File: src/rtl/spi_txn_scheduler.sv
// Round-robin scheduler that turns per-requester frame requests into SPI master FIFO
// writes and collects the slave's response frame from the slave FIFO.
module spi_txn_scheduler #(
  parameter int N_REQ           = 4,
  parameter int N_SLAVES        = 3,
  parameter int BYTES_PER_FRAME = 2,
  parameter int TIMEOUT         = 1023
) (
  input  logic                               sys_clk,
  input  logic                               rst,
  input  logic [N_REQ-1:0]                   req_bus,
  input  logic [4*N_REQ-1:0]                 req_slave_bus,
  input  logic [8*BYTES_PER_FRAME*N_REQ-1:0] req_data_bus,
  output logic [N_REQ-1:0]                   gnt_bus,
  output logic [N_REQ-1:0]                   done_bus,
  output logic [N_REQ-1:0]                   err_bus,
  output logic [8*BYTES_PER_FRAME-1:0]       rsp_data,
  output logic                               busy,
  output logic [7:0]                         m_din,
  output logic [N_SLAVES-1:0]                m_wrreq_bus,
  output logic [N_SLAVES-1:0]                s_rdreq_bus,
  input  logic [7:0]                         s_dout,
  input  logic [N_SLAVES-1:0]                have_msg_bus,
  input  logic [7:0]                         len,
  output logic [2:0]                         dbg_state_o
);

  localparam int FW = 8 * BYTES_PER_FRAME;
  localparam int OW = (N_REQ > 1) ? $clog2(N_REQ) : 1;

  typedef enum logic [2:0] {S_IDLE, S_DRAIN, S_LOAD, S_WAIT, S_READ, S_DONE} state_t;

  state_t          state_q, state_d;
  logic [OW-1:0]   owner_q, owner_d;
  logic [OW-1:0]   rr_q, rr_d;
  logic [3:0]      slave_q, slave_d;
  logic [FW-1:0]   frame_q, frame_d;
  logic [FW-1:0]   rx_q, rx_d;
  logic [FW-1:0]   rsp_q, rsp_d;
  logic [15:0]     cnt_q, cnt_d;
  logic            bad_q, bad_d;
  logic            phase_q, phase_d;

  logic                any_req;
  logic [OW-1:0]       pick;
  logic [N_SLAVES-1:0] slave_oh;
  logic [N_SLAVES-1:0] drain_sel;
  logic [FW-1:0]       rx_shift;
  logic [N_REQ-1:0]    gnt, done, err;
  logic [N_SLAVES-1:0] wr, rd;
  logic [7:0]          din;

  // Handshake: a requester holds req_bus[i] with stable slave/frame until its one-cycle
  // gnt_bus[i]; the frame is sampled in that cycle and later req changes are ignored.
  always_comb begin
    any_req = 1'b0;
    pick    = rr_q;
    for (int k = N_REQ - 1; k >= 0; k--) begin
      if (req_bus[(int'(rr_q) + k) % N_REQ]) begin
        any_req = 1'b1;
        pick    = OW'((int'(rr_q) + k) % N_REQ);
      end
    end
  end

  assign slave_oh  = (int'(slave_q) < N_SLAVES) ? (N_SLAVES'(1) << slave_q) : '0;
  assign drain_sel = have_msg_bus & (~have_msg_bus + N_SLAVES'(1));
  // Bytes enter at the top so after BYTES_PER_FRAME shifts the first byte sits in the LSBs.
  assign rx_shift  = (rx_q >> 8) | (FW'(s_dout) << (FW - 8));

  always_comb begin
    state_d = state_q;
    owner_d = owner_q;
    rr_d    = rr_q;
    slave_d = slave_q;
    frame_d = frame_q;
    rx_d    = rx_q;
    rsp_d   = rsp_q;
    cnt_d   = cnt_q;
    bad_d   = bad_q;
    phase_d = phase_q;
    gnt     = '0;
    done    = '0;
    err     = '0;
    wr      = '0;
    rd      = '0;
    din     = '0;
    unique case (state_q)
      S_IDLE: begin
        if (|have_msg_bus) begin
          state_d = S_DRAIN;
          phase_d = 1'b0;
        end else if (any_req) begin
          gnt[pick] = 1'b1;
          owner_d   = pick;
          rr_d      = (int'(pick) == N_REQ - 1) ? '0 : pick + OW'(1);
          slave_d   = req_slave_bus[4*int'(pick) +: 4];
          frame_d   = req_data_bus[FW*int'(pick) +: FW];
          cnt_d     = '0;
          if (int'(slave_d) < N_SLAVES) begin
            state_d = S_LOAD;
            bad_d   = 1'b0;
          end else begin
            state_d = S_DONE;
            bad_d   = 1'b1;
          end
        end
      end
      S_DRAIN: begin
        // Strobe and gap alternate so have_msg_bus reflects each pop before the next one.
        if (phase_q) begin
          phase_d = 1'b0;
        end else if (|have_msg_bus) begin
          rd      = drain_sel;
          phase_d = 1'b1;
        end else begin
          state_d = S_IDLE;
        end
      end
      S_LOAD: begin
        wr      = slave_oh;
        din     = frame_q[7:0];
        frame_d = frame_q >> 8;
        if (cnt_q == 16'(BYTES_PER_FRAME - 1)) begin
          state_d = S_WAIT;
          cnt_d   = '0;
        end else begin
          cnt_d = cnt_q + 16'd1;
        end
      end
      S_WAIT: begin
        if ((|(have_msg_bus & slave_oh)) && (len >= 8'(BYTES_PER_FRAME))) begin
          state_d = S_READ;
          cnt_d   = '0;
        end else if (cnt_q == 16'(TIMEOUT)) begin
          state_d = S_DONE;
          bad_d   = 1'b1;
        end else begin
          cnt_d = cnt_q + 16'd1;
        end
      end
      S_READ: begin
        if (cnt_q < 16'(BYTES_PER_FRAME)) rd = slave_oh;
        if (cnt_q != 16'd0) rx_d = rx_shift;
        if (cnt_q == 16'(BYTES_PER_FRAME)) begin
          state_d = S_DONE;
          rsp_d   = rx_shift;
        end else begin
          cnt_d = cnt_q + 16'd1;
        end
      end
      S_DONE: begin
        if (bad_q) err[owner_q] = 1'b1;
        else       done[owner_q] = 1'b1;
        state_d = S_IDLE;
      end
      default: state_d = S_IDLE;
    endcase
  end

  always_ff @(posedge sys_clk) begin
    if (rst) begin
      state_q <= S_IDLE;
      owner_q <= '0;
      rr_q    <= '0;
      slave_q <= '0;
      frame_q <= '0;
      rx_q    <= '0;
      rsp_q   <= '0;
      cnt_q   <= '0;
      bad_q   <= 1'b0;
      phase_q <= 1'b0;
    end else begin
      state_q <= state_d;
      owner_q <= owner_d;
      rr_q    <= rr_d;
      slave_q <= slave_d;
      frame_q <= frame_d;
      rx_q    <= rx_d;
      rsp_q   <= rsp_d;
      cnt_q   <= cnt_d;
      bad_q   <= bad_d;
      phase_q <= phase_d;
    end
  end

  // Strobes are blanked while rst is high, including the first reset cycle.
  assign gnt_bus     = gnt  & {N_REQ{~rst}};
  assign done_bus    = done & {N_REQ{~rst}};
  assign err_bus     = err  & {N_REQ{~rst}};
  assign m_wrreq_bus = wr   & {N_SLAVES{~rst}};
  assign s_rdreq_bus = rd   & {N_SLAVES{~rst}};
  assign m_din       = din  & {8{~rst}};
  assign busy        = ~rst & (state_q != S_IDLE);
  assign rsp_data    = rsp_q;
  assign dbg_state_o = state_q;

endmodule

File: config.mk
export PLATFORM = sky130hd
export DESIGN_NAME = spi_txn_scheduler
export DESIGN_NICKNAME = d
export VERILOG_FILES = /design/src/rtl/spi_txn_scheduler.sv
export SDC_FILE = /design/constraint.sdc
export NUM_CORES = 1
export LEC_CHECK = 0
export ABC_AREA = 0
export CAP_MARGIN = 20
export CORE_ASPECT_RATIO = 0.9
export CORE_MARGIN = 4
export CORE_UTILIZATION = 49
export DETAILED_ROUTE_END_ITERATION = 8
export GPL_TIMING_DRIVEN = 0
export PLACE_DENSITY = 0.92
export SKIP_LAST_GASP = 1
export SLEW_MARGIN = 25
export SYNTH_ARGS = -nofsm -noshare
export SYNTH_HDL_FRONTEND = slang
export SYNTH_SLANG_ARGS = --single-unit
File: constraint.sdc
create_clock -name sys_clk -period 3.35 [get_ports sys_clk]
set_clock_uncertainty 0.2 [all_clocks]
set_input_delay 0.335 -clock sys_clk [delete_from_list [all_inputs] [get_ports sys_clk]]
set_output_delay 0.335 -clock sys_clk [all_outputs]
set_load 0.005 [all_outputs]
-- Yosys cells after proc, flatten, opt, wreduce, memory -nomap -nowiden
Cells that the tools add are included.
- $add $sub $neg: 6
- equality and inequality tests: 22
- multiplexer cells: 68
- reductions and logical operators: 23
- bitwise operators: 16
- shift-type cells: 3
- $lt $le $gt $ge: 12
- operators by type and width (kind ; count):
    two-way mux 16 bit ; 8
    case mux 16 bit (4 select lines) ; 1
    variable part select 64 x 7 -> 16 bit ; 1
    two-way mux 3 bit ; 14
    case mux 16 bit (2 select lines) ; 1
    two-way mux 4 bit ; 7
    two-way mux 1 bit ; 21
    != test 2 bit (second input constant) ; 10
    adder 16 x 1 -> 16 bit (second input constant) ; 1
    equality test 16 x 1 -> 1 bit (second input constant) ; 1
    equality test 16 x 10 -> 1 bit (second input constant) ; 1
    equality test 16 x 2 -> 1 bit (second input constant) ; 1
    less-than comparator 16 x 2 -> 1 bit (second input constant) ; 1
    OR 8 x 16 -> 16 bit ; 1
    nonzero test 16 bit ; 1
    variable part select 16 x 5 -> 4 bit ; 1
    case mux 3 bit (5 select lines) ; 1
    bitwise AND 3 bit ; 4
    bitwise AND 4 bit ; 3
    less-than comparator 3 x 4 -> 1 bit (second input constant) ; 3
    two-way mux 2 bit ; 5
    AND reduction 5 bit ; 2
    less-than comparator 2 x 3 -> 1 bit (second input constant) ; 3
    != test 3 bit (second input constant) ; 3
    other kinds (31) ; 55
- flip-flop bits (word level): 77

-- Longest topological paths before layout
- depth in word-level cells: 18
- gate-level depth with buffers: 12
- gate-level depth less buffers: 9

-- Worst setup path after synthesis
Ideal clock, no wire load.
- path type: input-to-output
- start point: input req_bus[0]
- end point: output gnt_bus[2]
- slack: 969 ps
- arrival: 1846 ps
- required time: 2815 ps
- cell stages on the path: 6
- cells stage by stage: nor2b_1 > o41ai_4 > buf_2 > buf_1 > ha_1 > and2_1
- word-level cells in the longest chain between the ends: 15
- elaborated cells on any way between the ends: 28
- those cells by class: order compare: 2; mux: 24; bitwise: 1; reduce/logical: 1
- RTL lines (what ; RTL line ; source):
    start, declared ; 11 ; input logic [N_REQ-1:0] req_bus,
    binary-select mux 1 bit (select 2 bit) ; 59 ; if (req_bus[(int'(rr_q) + k) % N_REQ]) begin
    two-way mux 1 bit (implied by the code) (2 in a row) ; 59 ;
    two-way mux 2 bit (3 in a row) ; 59 ;
    two-way mux 2 bit * ; 59 ;
    named net pick[1] ; 45 ; logic [OW-1:0] pick;
    less-than comparator 2 x 3 -> 1 bit (implied by the code) or >= comparator 2 x 1 -> 1 bit (tied branches) ; 94 ; gnt[pick] = 1'b1;
    logical AND 1 bit (implied by the code) ; 94 ;
    two-way mux 1 bit (implied by the code) ; 94 ;
    demux 1 bit (select 2 bit) * ; 94 ;
    two-way mux 4 bit * ; 93 ; end else if (any_req) begin
    two-way mux 4 bit * ; 90 ; if (|have_msg_bus) begin
    two-way mux 4 bit * ; 88 ; unique case (state_q)
    bitwise AND 4 bit * ; 188 ; assign gnt_bus = gnt & {N_REQ{~rst}};
    end, declared ; 14 ; output logic [N_REQ-1:0] gnt_bus,
Mark *: on every way through the listed nets, which the timed path passes. The rest lies on a longest branch. The select of a mux whose other input is x is not followed.

-- Worst setup path after layout
- start point: input have_msg_bus[0]
- end point: output gnt_bus[3]
- word-level cells in the longest chain between the ends: 4
- RTL lines (what ; RTL line ; source):
    start, declared ; 23 ; input logic [N_SLAVES-1:0] have_msg_bus,
    OR reduction 3 bit ; 90 ;
    two-way mux 4 bit ; 90 ;
    two-way mux 4 bit ; 88 ;
    bitwise AND 4 bit ; 188 ;
No other way between the ends.

==> out/results.txt <==
Critical path buffers and inverters - 2
GR peak layer - met2
Synth unique cells - 61
Core region area - 8070 um^2
Post-synth top flop - dfxtp_1
Period utilization - 96.3%
Hold endpoint - rsp_data[4]
CTS tree - done
Routing usage on met1 - 27.7%
Top cells by area, synth - dfxtp_1 (34%), nand2_1 (12%), nand3_1 (7.6%)
Min-delay worst type - reg2reg
Hpwl dp - 10.5 mm
Area added between synthesis and finish - 44.9%
Req. time, crit path - 2.81 ns
Yosys warnings - 0
GR Util met2 - 48.2%
Slowest CP cell - clkdlybuf4s50_1
N_diodes - 0
RSZ-0062 raised after global routing - true
Critical-path cell list - clkdlybuf4s50_1 -> nor3_1 -> nand3_1 -> nor2_2 -> and2_1 -> clkdlybuf4s50_1
Die Width - 104 um
Setup crit end kind - primary output
CP startpoint kind - input port
EDFF count, synth - 0
I/O Buffers - 148
Grt total ovfl - 0
Die area - 9870 um^2
Seq/Total Area, Yosys - 33.8%
Drt pass-1 iters - 5
NumNets Final - 824
R2r startpoint - slave_q[0]
First-pass GRT wire length - 21.1 mm
Final setup violating endpoints - 0
Worst path arrival time - 2.69 ns
Via count - 4639
Crit path max fanout - 11
Largest family of logic cells by synthesized area - simple AND/OR/NAND/NOR gates
Met3 Use GR - 8.34%
Status - finished, final reports clean
CTS Sinks - 69
Worst skew pair latency - 0.35 ns
Synth area leader - dfxtp_1
FP Rows - 31
Worst Path Class, Setup - in2out
Netlist Area Pre-Place - 4090 um^2
Area share of the largest cell type after synthesis - 33.8%
Post-synthesis compound-gate area fraction - 14.9%
Pin count of the biggest net entering global routing - 21
Most used cell, CP - clkdlybuf4s50_1
Tightest Pin Transition - 0.611 ns
Flop-to-flop setup slack - 0.63 ns
Final Hold Fails - 0
P_leak - 2.18 nW
H-tree levels - 3
Hold bufs inserted after CTS - 0
Xor/xnor share of the synthesized area - 3.00%
Starting Density - 50.7%
Min cycle time layout - 3.23 ns
DRC - 0
Syn Nets - 666
Final Util - 73.4%
Multiplexer area fraction after synthesis - 2.75%
Worst-case headroom to the max-slew limit - 59.2%
Mapped Avg Cell Area - 7.39 um^2
Ys async rst share - 0%
Iter 0 DRT Violations - 214
Clock Tree Buf Depth - 2
Root Buffer - clkbuf_8
Peak supply drop - 0.221 mV
Hold_sp - rsp_data[4]
Layout cells sized above 1 - 7.82%
DIE HEIGHT - 94.7 um
Initial antenna violation count - 0
GRT Total Usage - 26.2%
Hold path cells - 2
Post-route ant nets - 0
Number of fill cells in the layout - 619
Most frequent cell after synthesis - nand2_1
Number of I/O pins - 151
WL final - 13.2 mm
Most common library cells after synthesis - nand2_1 (128), dfxtp_1 (69), nand3_1 (62)
Num CTS Buffers - 9
Slew Limit Fails - 0
Register bit total from synthesis - 69
Slowest cell delay on critical path - 0.55 ns
R2R depth - 7
Vias in the first global route - 4566
Top delay family on crit path - simple AND/OR/NAND/NOR gates
Maxcap violations - 0
Fmax - 310 MHz
Post-synthesis adder-cell area fraction - 2.45%
Post-Synth Simple-Gate Area - 37.6%
Pwr Density - 396 nW/um^2
Cells after Synth - 553
RD Place Congestion - 0.912
Post-route setup TNS - 0 ns
Via density - 5.69
Worst reg2reg path endpoint - cnt_q[4]
Mean routed wirelength per cell - 16.2 um
Worst-path clk slew - 0.08 ns
==> report_power, final <==
part           internal (mW)  total (mW)  leakage [nW]  switching (mW)
Combinational          0.349       0.737          1.53           0.387
Sequential             0.861       0.901         0.557          0.0401
Clock                  0.369       0.706        0.0955           0.338
==> state kept, by name, summed over array words and instances (netlist names) <==
name and flops:
rr_q 2, slave_q 4, phase_q 1, bad_q 1
owner_q 2, frame_q 16, cnt_q 16, dbg_state_o 3
rx_q 8, rsp_data 16
==> worst reg2reg max path, stage by stage (launching register included) <==
cell and delay (ns):
dfxtp_1 0.37, nor4b_2 0.38, a22oi_1 0.25, o21ai_0 0.39
nand3_1 0.17, o21bai_1 0.48, buf_2 0.31, nor2_1 0.07
==> metal layers <==
layer,vias up,share of wire [%]
met3,47,8.4
li1,2237,-
met2,218,50
met5,-,0
met1,2137,38
met4,0,3.8
==> cells by family (layout without fill, tap and decap cells) <==
group | Yosys count | after routing
xor gates and xnor gates | 14 | 14
and+or+nand+nor | 313 | 313
adders and majority gates | 8 | 8
AOI/OAI and AO/OA | 91 | 91
muxes | 11 | 11
DFF | 69 | 69
buffers and inverters | 47 | 210
==> through the flow <==
| stage | setup slack, ns | instances | power (mW) | area (um^2) | hold WS, ns |
|---|---|---|---|---|---|
| 2_1_floorplan | 0.969 | 553 | 1.35 | 4090 | 0.236 |
| 3_3_place_gp | -0.381 | 800 | 1.61 | 5690 | 0.237 |
| 3_5_place_dp | -0.415 | 800 | 1.64 | 5690 | 0.246 |
| 4_1_cts | -0.0389 | 813 | 2.34 | 5900 | 0.239 |
| 5_1_grt | -0.00671 | 815 | 2.45 | 5920 | 0.273 |
| 6_report | 0.124 | 815 | 2.34 | 5920 | 0.255 |
==> cell type report <==
cell class	count	area, um^2	area share, %
multi-input cells	437	2480	42.0
repair buffers	151	1500	25.4
flip-flops and latches	69	1380	23.3
plain buffers	30	171	2.89
clock buffers	10	138	2.32
well taps	99	124	2.09
clock inverters	6	70.1	1.18
inverters	13	48.8	0.824
==> worst max-delay path by stage <==
stage / startpoint / end / slack (ns) / cells after the start
finish: have_msg_bus[0] / gnt_bus[3] / 0.12 / 6
global route: dbg_state_o[1] / gnt_bus[3] / -0.007 / 6
CTS: req_bus[2] / gnt_bus[3] / -0.04 / 7
detailed placement: req_bus[3] / gnt_bus[3] / -0.42 / 8
global placement: req_bus[3] / gnt_bus[3] / -0.38 / 8
floorplan: req_bus[0] / gnt_bus[2] / 0.97 / 6
==> what timing repair did <==
item,in CTS,in global routing
buffers inserted,0,3
endpoints found under the setup margin,4,8
pin swaps,0,2
resized for setup,4,5
==> cells in the final DEF, fill, tap and decap left out, types with 4 or more instances in the layout <==
| master | n |
|---|---|
| nor2_1 | 48 |
| mux2i_1 | 9 |
| nand4_1 | 10 |
| a21oi_1 | 43 |
| inv_1 | 12 |
| xor2_1 | 13 |
| o21ai_0 | 9 |
| nand2b_1 | 4 |
| clkbuf_1 | 16 |
| a32o_1 | 4 |
| buf_4 | 6 |
| dfxtp_1 | 69 |
| and2_1 | 13 |
| clkbuf_8 | 12 |
| nand3_1 | 62 |
| and3_1 | 7 |
| a22oi_1 | 10 |
| nor3_1 | 8 |
| nand2_1 | 128 |
| nor3b_1 | 4 |
| clkdlybuf4s50_1 | 148 |
| ha_1 | 8 |
| o21a_1 | 5 |
(Power assumes the default switching activity.)
